===== src/rtl/ctrl_pipe_chain.sv =====
// ctrl_pipe_chain: N-stage control/exception carrier with bubbles, side-effect masking and last-stage exception priority; CTRL_PIPE_PERF_EN adds bubble_cnt
module ctrl_pipe_chain #(
  parameter int CTRL_W = 16,
  parameter int EXC_W = 4,
  parameter int STAGES = 3,
  parameter logic [CTRL_W-1:0] SIDE_MASK = '0
) (
  input  logic                                      clk,
  input  logic                                      rst,
  input  logic [CTRL_W-1:0]                         ctrl_d,
  input  logic [EXC_W-1:0]                          exc_d,
  input  logic                                      valid_d,
  input  logic [STAGES-1:0]                         stall,
  input  logic [STAGES-1:0]                         flush,
  output logic [STAGES*CTRL_W-1:0]                  ctrl_q,
  output logic [STAGES*EXC_W-1:0]                   exc_q,
  output logic [STAGES-1:0]                         valid_q,
  output logic                                      exc_last,
  output logic [(EXC_W > 1 ? $clog2(EXC_W) : 1)-1:0] exc_idx_last
`ifdef CTRL_PIPE_PERF_EN
  ,
  output logic [31:0]                               bubble_cnt
`endif
);
  localparam int IDX_W = EXC_W > 1 ? $clog2(EXC_W) : 1;
  localparam int L = STAGES - 1;
  genvar k;
  for (k = 0; k < STAGES; k++) begin : g_stage
    logic [CTRL_W-1:0] c_q, c_d, src_ctrl;
    logic [EXC_W-1:0] e_q, e_d, src_exc;
    logic v_q, v_d, src_valid, up_stall, bub;
    if (k == 0) begin : g_id
      assign src_ctrl = ctrl_d;
      assign src_exc = exc_d;
      assign src_valid = valid_d;
      assign up_stall = 1'b0;
    end else begin : g_prev
      assign src_ctrl = g_stage[k-1].c_q;
      assign src_exc = g_stage[k-1].e_q;
      assign src_valid = g_stage[k-1].v_q;
      assign up_stall = stall[k-1];
    end
    assign bub = flush[k] | (~stall[k] & up_stall);
    // flush or held upstream gives a bubble, stall holds, otherwise load with invalid entries zeroed
    always_comb begin
      v_d = bub ? 1'b0 : stall[k] ? v_q : src_valid;
      c_d = bub ? '0 : stall[k] ? c_q : src_valid ? src_ctrl : '0;
      e_d = bub ? '0 : stall[k] ? e_q : src_valid ? src_exc : '0;
    end
    // stage register
    always_ff @(posedge clk) begin
      if (rst) begin
        c_q <= '0;
        e_q <= '0;
        v_q <= 1'b0;
      end else begin
        c_q <= c_d;
        e_q <= e_d;
        v_q <= v_d;
      end
    end
    assign ctrl_q[k*CTRL_W +: CTRL_W] = c_q & ~(SIDE_MASK & {CTRL_W{|e_q}});
    assign exc_q[k*EXC_W +: EXC_W] = e_q;
    assign valid_q[k] = v_q;
  end
  logic [EXC_W-1:0] last_exc;
  assign last_exc = g_stage[L].e_q;
  assign exc_last = g_stage[L].v_q & |last_exc;
  // lowest set flag wins; scanning downward leaves the lowest index last
  always_comb begin
    exc_idx_last = '0;
    for (int i = EXC_W - 1; i >= 0; i--)
      if (exc_last && last_exc[i]) exc_idx_last = IDX_W'(i);
  end
`ifdef CTRL_PIPE_PERF_EN
  logic [31:0] bubble_cnt_q;
  logic last_bub;
  assign last_bub = g_stage[L].bub | (~stall[L] & ~g_stage[L].src_valid);
  // saturating count of bubbles entering the last stage
  always_ff @(posedge clk) begin
    bubble_cnt_q <= rst ? '0 : (last_bub && ~&bubble_cnt_q) ? bubble_cnt_q + 32'd1 : bubble_cnt_q;
  end
  assign bubble_cnt = bubble_cnt_q;
`endif
endmodule


===== config.mk =====
export PLATFORM = sky130hd
export DESIGN_NAME = ctrl_pipe_chain
export DESIGN_NICKNAME = d
export VERILOG_FILES = /design/src/rtl/ctrl_pipe_chain.sv
export SDC_FILE = /design/constraint.sdc
export NUM_CORES = 1
export LEC_CHECK = 0
export ABC_AREA = 1
export BUFFER_PORTS_ARGS = -buffer_cell sky130_fd_sc_hd__buf_2
export CORE_ASPECT_RATIO = 0.6
export CORE_MARGIN = 2
export CORE_UTILIZATION = 48
export DETAILED_ROUTE_END_ITERATION = 7
export PLACE_DENSITY = 0.79
export SYNTH_ARGS = -nofsm -noshare
export SYNTH_HDL_FRONTEND = slang
export SYNTH_SLANG_ARGS = --single-unit

===== constraint.sdc =====
create_clock -name clk -period 0.9 [get_ports clk]
set_input_delay 0.09 -clock clk [delete_from_list [all_inputs] [get_ports clk]]
set_output_delay 0.09 -clock clk [all_outputs]
set_load 0.005 [all_outputs]

**Word level (Yosys, flattened, before mapping)**

Index checks and enable logic that the tools add are counted.
Widths: inputs -> output; s select.

- Logic and storage cells: 34
- Input port bits: 29
- Bits in registers: 63
- Output and inout port bits: 66

- Bitwise gates (word level): 7
- Multiplexer cells: 10
- Reductions and logical operators: 8

Operators by type and width:

| cell | count |
|---|---|
| $mux 16 | 3 |
| $mux 4 | 3 |
| $mux 2 | 4 |
| $reduce_or 2->1 | 3 |
| $logic_and 1x1->1 | 4 |
| $reduce_or 4->1 | 1 |
| $and 1x1->1 | 3 |
| $not 1->1 | 2 |
| $or 1x1->1 | 2 |

**Depth between registers and ports, before layout**

- Depth after elaboration: 7
- Gate-level depth with buffers: 5
- Depth with buffers taken out: 4

**Worst setup path before layout**

No wires, ideal clock.

- Path type: register -> register
- Start point: register g_stage[1].v_q
- End point: register g_stage[2].c_q[11]
- Slack: 0.096 ns
- Required time: 0.834 ns
- Path buffers: 1
- Arrival time: 0.738 ns
- Stages on the path, launching flop included: 4
- Setup time: 0.066 ns
- Clock period less this slack: 0.804 ns
- Path through: dfxtp_1 -> buf_2 -> nand3_1 -> a21oi_2

- Longest elaborated chain between the ends: 1

Ends and longest elaborated chain:

| element | line | RTL |
|---|---|---|
| start: declaration | 31 | `logic v_q, v_d, src_valid, up_stall, bub;` |
| start signal: assignment | 59 | `v_q <= v_d;` |
| $mux 16 | 47 | `c_d = bub ? '0 : stall[k] ? c_q : src_valid ? src_ctrl : '0;` |
| end signal: assignment | 53 | `c_q <= '0;` |
| end signal: assignment | 57 | `c_q <= c_d;` |
| end: declaration | 29 | `logic [CTRL_W-1:0] c_q, c_d, src_ctrl;` |

No other way between the ends.
A chain may end at the register's enable or synchronous reset.

**Worst setup path after layout**

- Start point: register g_stage[2].e_q[2]
- End point: output exc_idx_last[0] (netlist bit)

- Longest elaborated chain between the ends: 7
- Elaborated cells on any way between the ends: 10
- Classes of those cells: 4 x mux; 1 x bitwise; 5 x reduce/logical

Ends and longest elaborated chain:

| element | line | RTL |
|---|---|---|
| start: declaration | 30 | `logic [EXC_W-1:0] e_q, e_d, src_exc;` |
| start signal: assignment | 54 | `e_q <= '0;` |
| start signal: assignment | 58 | `e_q <= e_d;` |
| $reduce_or 4->1 | 68 | `assign exc_last = g_stage[L].v_q & \|last_exc;` |
| $and 1x1->1 | 68 |  |
| $logic_and 1x1->1 | 73 | `if (exc_last && last_exc[i]) exc_idx_last = IDX_W'(i);` |
| $mux 2 (3 in a row) | 73 |  |
| $mux 2 * | 73 |  |
| end: declaration | 19 | `output logic [(EXC_W > 1 ? $clog2(EXC_W) : 1)-1:0] exc_idx_last` |

Mark *: on every way between the ends. The rest lies on a longest branch, timed or not.

==> summary.txt <==
Finish
  – Utilization after layout: 89.5%
  – Nets: just under 500
  – Fin area: 4540 µm²
  – Area grow syn2layout: 79.3%
  – Fraction of layout cells with a size suffix above 1: 71.5%
  – Antenna diode count: 0

Worst setup path
  – CP Depth: 4
  – Worst setup path class: flop to primary output
  – CP peak stage delay: 0.36 ns
  – CP cell instances: inv_2, nand2_2, a21oi_2, buf_2
  – FF-to-FF setup slack: -0.11 ns
  – Top cell family by delay on the critical path: flip-flops
  – WP data required: 0.81 ns
  – Worst path bufs/invs: 2
  – Crit start category: flop
  – Crit. End Element: primary output
  – CP max-delay cell: dfxtp_4
  – Register-to-Register Path Depth: 4
  – Crit path max fanout: 4
  – WP data arrival: ~1.1 ns

Drt
  – Drt pass-1 iters: 8
  – Via/cell ratio: 5.73
  – Total Wirelength: 11,000 µm
  – Final ANT Viol Nets: 0
  – Routed length per instance: 20.7 µm
  – DR vias: 3,047
  – DRC: 0
  – Iteration-0 DRC Markers: 278

Clocking
  – TritonCTS Buffers: 9
  – CTS Buffer Depth: 2
  – Root buffer cell: clkbuf_8
  – Clk slew on worst S/H paths: 0.06 ns
  – H-tree levels: 3
  – CTS sink cnt: 63
  – TritonCTS clock tree: done
  – Clk Latency, worst-skew pair: 0.36 ns

STA
  – Min cycle time layout: 1.14 ns
  – # setup viols final: 65
  – Clock Skew: 0.00928 ns
  – Final period util: 127%
  – Max-slew headroom: between 70% and 80%
  – Fmax: 873 MHz
  – Max-slew violation count: 0
  – Fin. Hold Viols: 0
  – Setup TNS: -3.37 ns
  – Final Worst Setup Slack: -0.245 ns
  – RSZ-0062 raised after global routing: true
  – Slew of the pin with the lowest slew margin: between 0.3 and 0.4 ns

Status
  – Failing checks: negative setup slack
  – Status: finished, violations left

Min path
  – Hold path cells: 3
  – Hold crit path type: primary input to flop

Placed design
  – Routability cong.: approximately 0.83
  – Placed cell area: around 3100 µm²
  – Buffers on Ports: 94
  – Post-DP HPWL: 4650 µm

Yosys
  – Syn avg cell area: 8.45 µm²
  – Simple-gate portion of the synthesized area: a little under a quarter
  – Synth Area in Adders: 0%
  – Synthesized area: 2530 µm²
  – Complex-gate fraction of the synthesized area: 18.9%
  – Largest family of logic cells by synthesized area: simple AND/OR/NAND/NOR gates
  – Syn Inst Count: 300
  – #FFs+latches synth: 63
  – Mapped Nets: around 330
  – Mux cell area share after synthesis: 0%
  – Yosys warnings: 0
  – Distinct cells, synth: 14
  – Seq/Total Area, Yosys: 49.8%
  – XOR/XNOR Fraction of Synth Area: 0%

Power
  – Pwr dens: about 1400 nW/µm²
  – Leakage: around 1.8 nW
  – Tot Pwr: around 0.0063 W
  – Peak supply drop: 1900 µV

Die
  – Die height: between 60 and 70 µm
  – DIE AREA: 5900 µm²
  – Row Count: 20
  – Top Ports: 95
  – Core Region: 5080 µm²
  – Initial Util: 49.9%
  – Die Width: 97.8 µm

Global route
  – Total Routing Usage GR: 25.8%
  – Vias in the first global route: 2,344
  – First-pass GRT wire length: 11,500 µm
  – Antenna violations before repair: 1
  – Largest net degree at the start of global routing: 22
  – GR Overflow Total: 0

Job
  – Maxcap violations: 0
## power breakdown
group | internal (W) | switching (W) | leakage, nW | total (W)
logic | 0.000254 | 0.000355 | 1.12 | 0.000610
registers | 0.00279 | 0.0000181 | 0.541 | 0.00281
clock network | 0.00177 | 0.00112 | 0.118 | 0.00289
## metal layers
| layer | vias up | global-route usage (%) | routed length (µm) |
|---|---|---|---|
| met4 | 2 | 9.13 | 553 |
| met1 | 1418 | 36.3 | 4380 |
| li1 | 1335 | - | - |
| met3 | 65 | 8.42 | 1230 |
| met2 | 227 | 37.1 | 4860 |
| met5 | - | 0 | 15 |
## Yosys cell counts
| master | n | share of area, % |
|---|---|---|
| a21oi_1 | 23 | 4.5 |
| a21oi_2 | 41 | 14 |
| buf_2 | 20 | 3.9 |
| buf_4 | 3 | 0.89 |
| buf_6 | 4 | 1.8 |
| dfxtp_1 | 63 | 50 |
| inv_1 | 3 | 0.44 |
| inv_2 | 3 | 0.44 |
| nand2_1 | 73 | 11 |
| nand2_2 | 2 | 0.49 |
| nand3_1 | 60 | 12 |
| nor2_1 | 3 | 0.44 |
| o21ai_0 | 1 | 0.20 |
| or2_1 | 1 | 0.25 |
## logic make-up after synthesis
kind of cell           after synthesis
buffers and inverters               33
AND/OR/NAND/NOR                    139
flip-flops                          63
AO/OA/AOI/OAI                       65
## layout by cell type, fill, tap and decap left out
| cell type | instances |
|---|---|
| buf_2 | 79 |
| o21ai_2 | 1 |
| bufinv_16 | 2 |
| nand2_2 | 5 |
| dfxtp_4 | 7 |
| nand2_1 | 69 |
| buf_6 | 21 |
| clkbuf_8 | 12 |
| nand3_4 | 20 |
| nand3_2 | 18 |
| nand3_1 | 22 |
| dfxtp_2 | 54 |
| clkbuf_16 | 3 |
| buf_4 | 51 |
| dfxtp_1 | 2 |
| dlygate4sd3_1 | 16 |
| inv_2 | 6 |
| buf_12 | 6 |
| buf_8 | 2 |
| nor2_1 | 3 |
| clkinv_2 | 1 |
| a21oi_1 | 20 |
| or2_1 | 1 |
| nand2_4 | 1 |
| a21oi_2 | 44 |
## area by class of cell
cell class / count / area [µm²]
Tap cell: 66 / 82.6
Timing Repair Buffer: 178 / 1400
Multi-Input combinational cell: 204 / 1450
Clock inverter: 3 / 65.1
Inverter: 6 / 22.5
Sequential cell: 63 / 1360
Fill cell: 210 / 536
Clock buffer: 12 / 165
## worst register-to-register path, stage by stage, from the launching register on
cell and delay (ns):
dfxtp_2 0.36, buf_6 0.14, buf_12 0.15, nand3_4 0.08, a21oi_2 0.19
## state kept, by name, summed over array words and instances, names as in the netlist
register     cells
g_stage.c_q     48
g_stage.v_q      3
g_stage.e_q     12
## metrics by stage
step	instances	hold slack [ns]	worst slack (ns)
6_report	532	0.0369	-0.245
5_1_grt	532	0.0541	-0.311
2_1_floorplan	300	0.236	0.0963
4_1_cts	518	0.0000570	-0.219
3_5_place_dp	448	0.365	0.0401
3_3_place_gp	448	0.360	0.0606
## worst paths after layout
kind,startpoint,to
min reg2reg,g_stage[2].c_q[14],g_stage[2].c_q[14]
max,g_stage[2].e_q[2],exc_idx_last[0]
max reg2reg,g_stage[0].v_q,g_stage[1].c_q[2]
min,ctrl_d[13],g_stage[0].c_q[13]
## timing repair
item,4_1_cts,5_1_grt
cloned,1,4
buffers inserted,38,11
pin swaps,1,38
endpoints found under the hold margin,16,0
setup endpoints to repair,55,78
gates resized for setup,66,98
hold buffers,16,0
(Power assumes the default switching activity.)
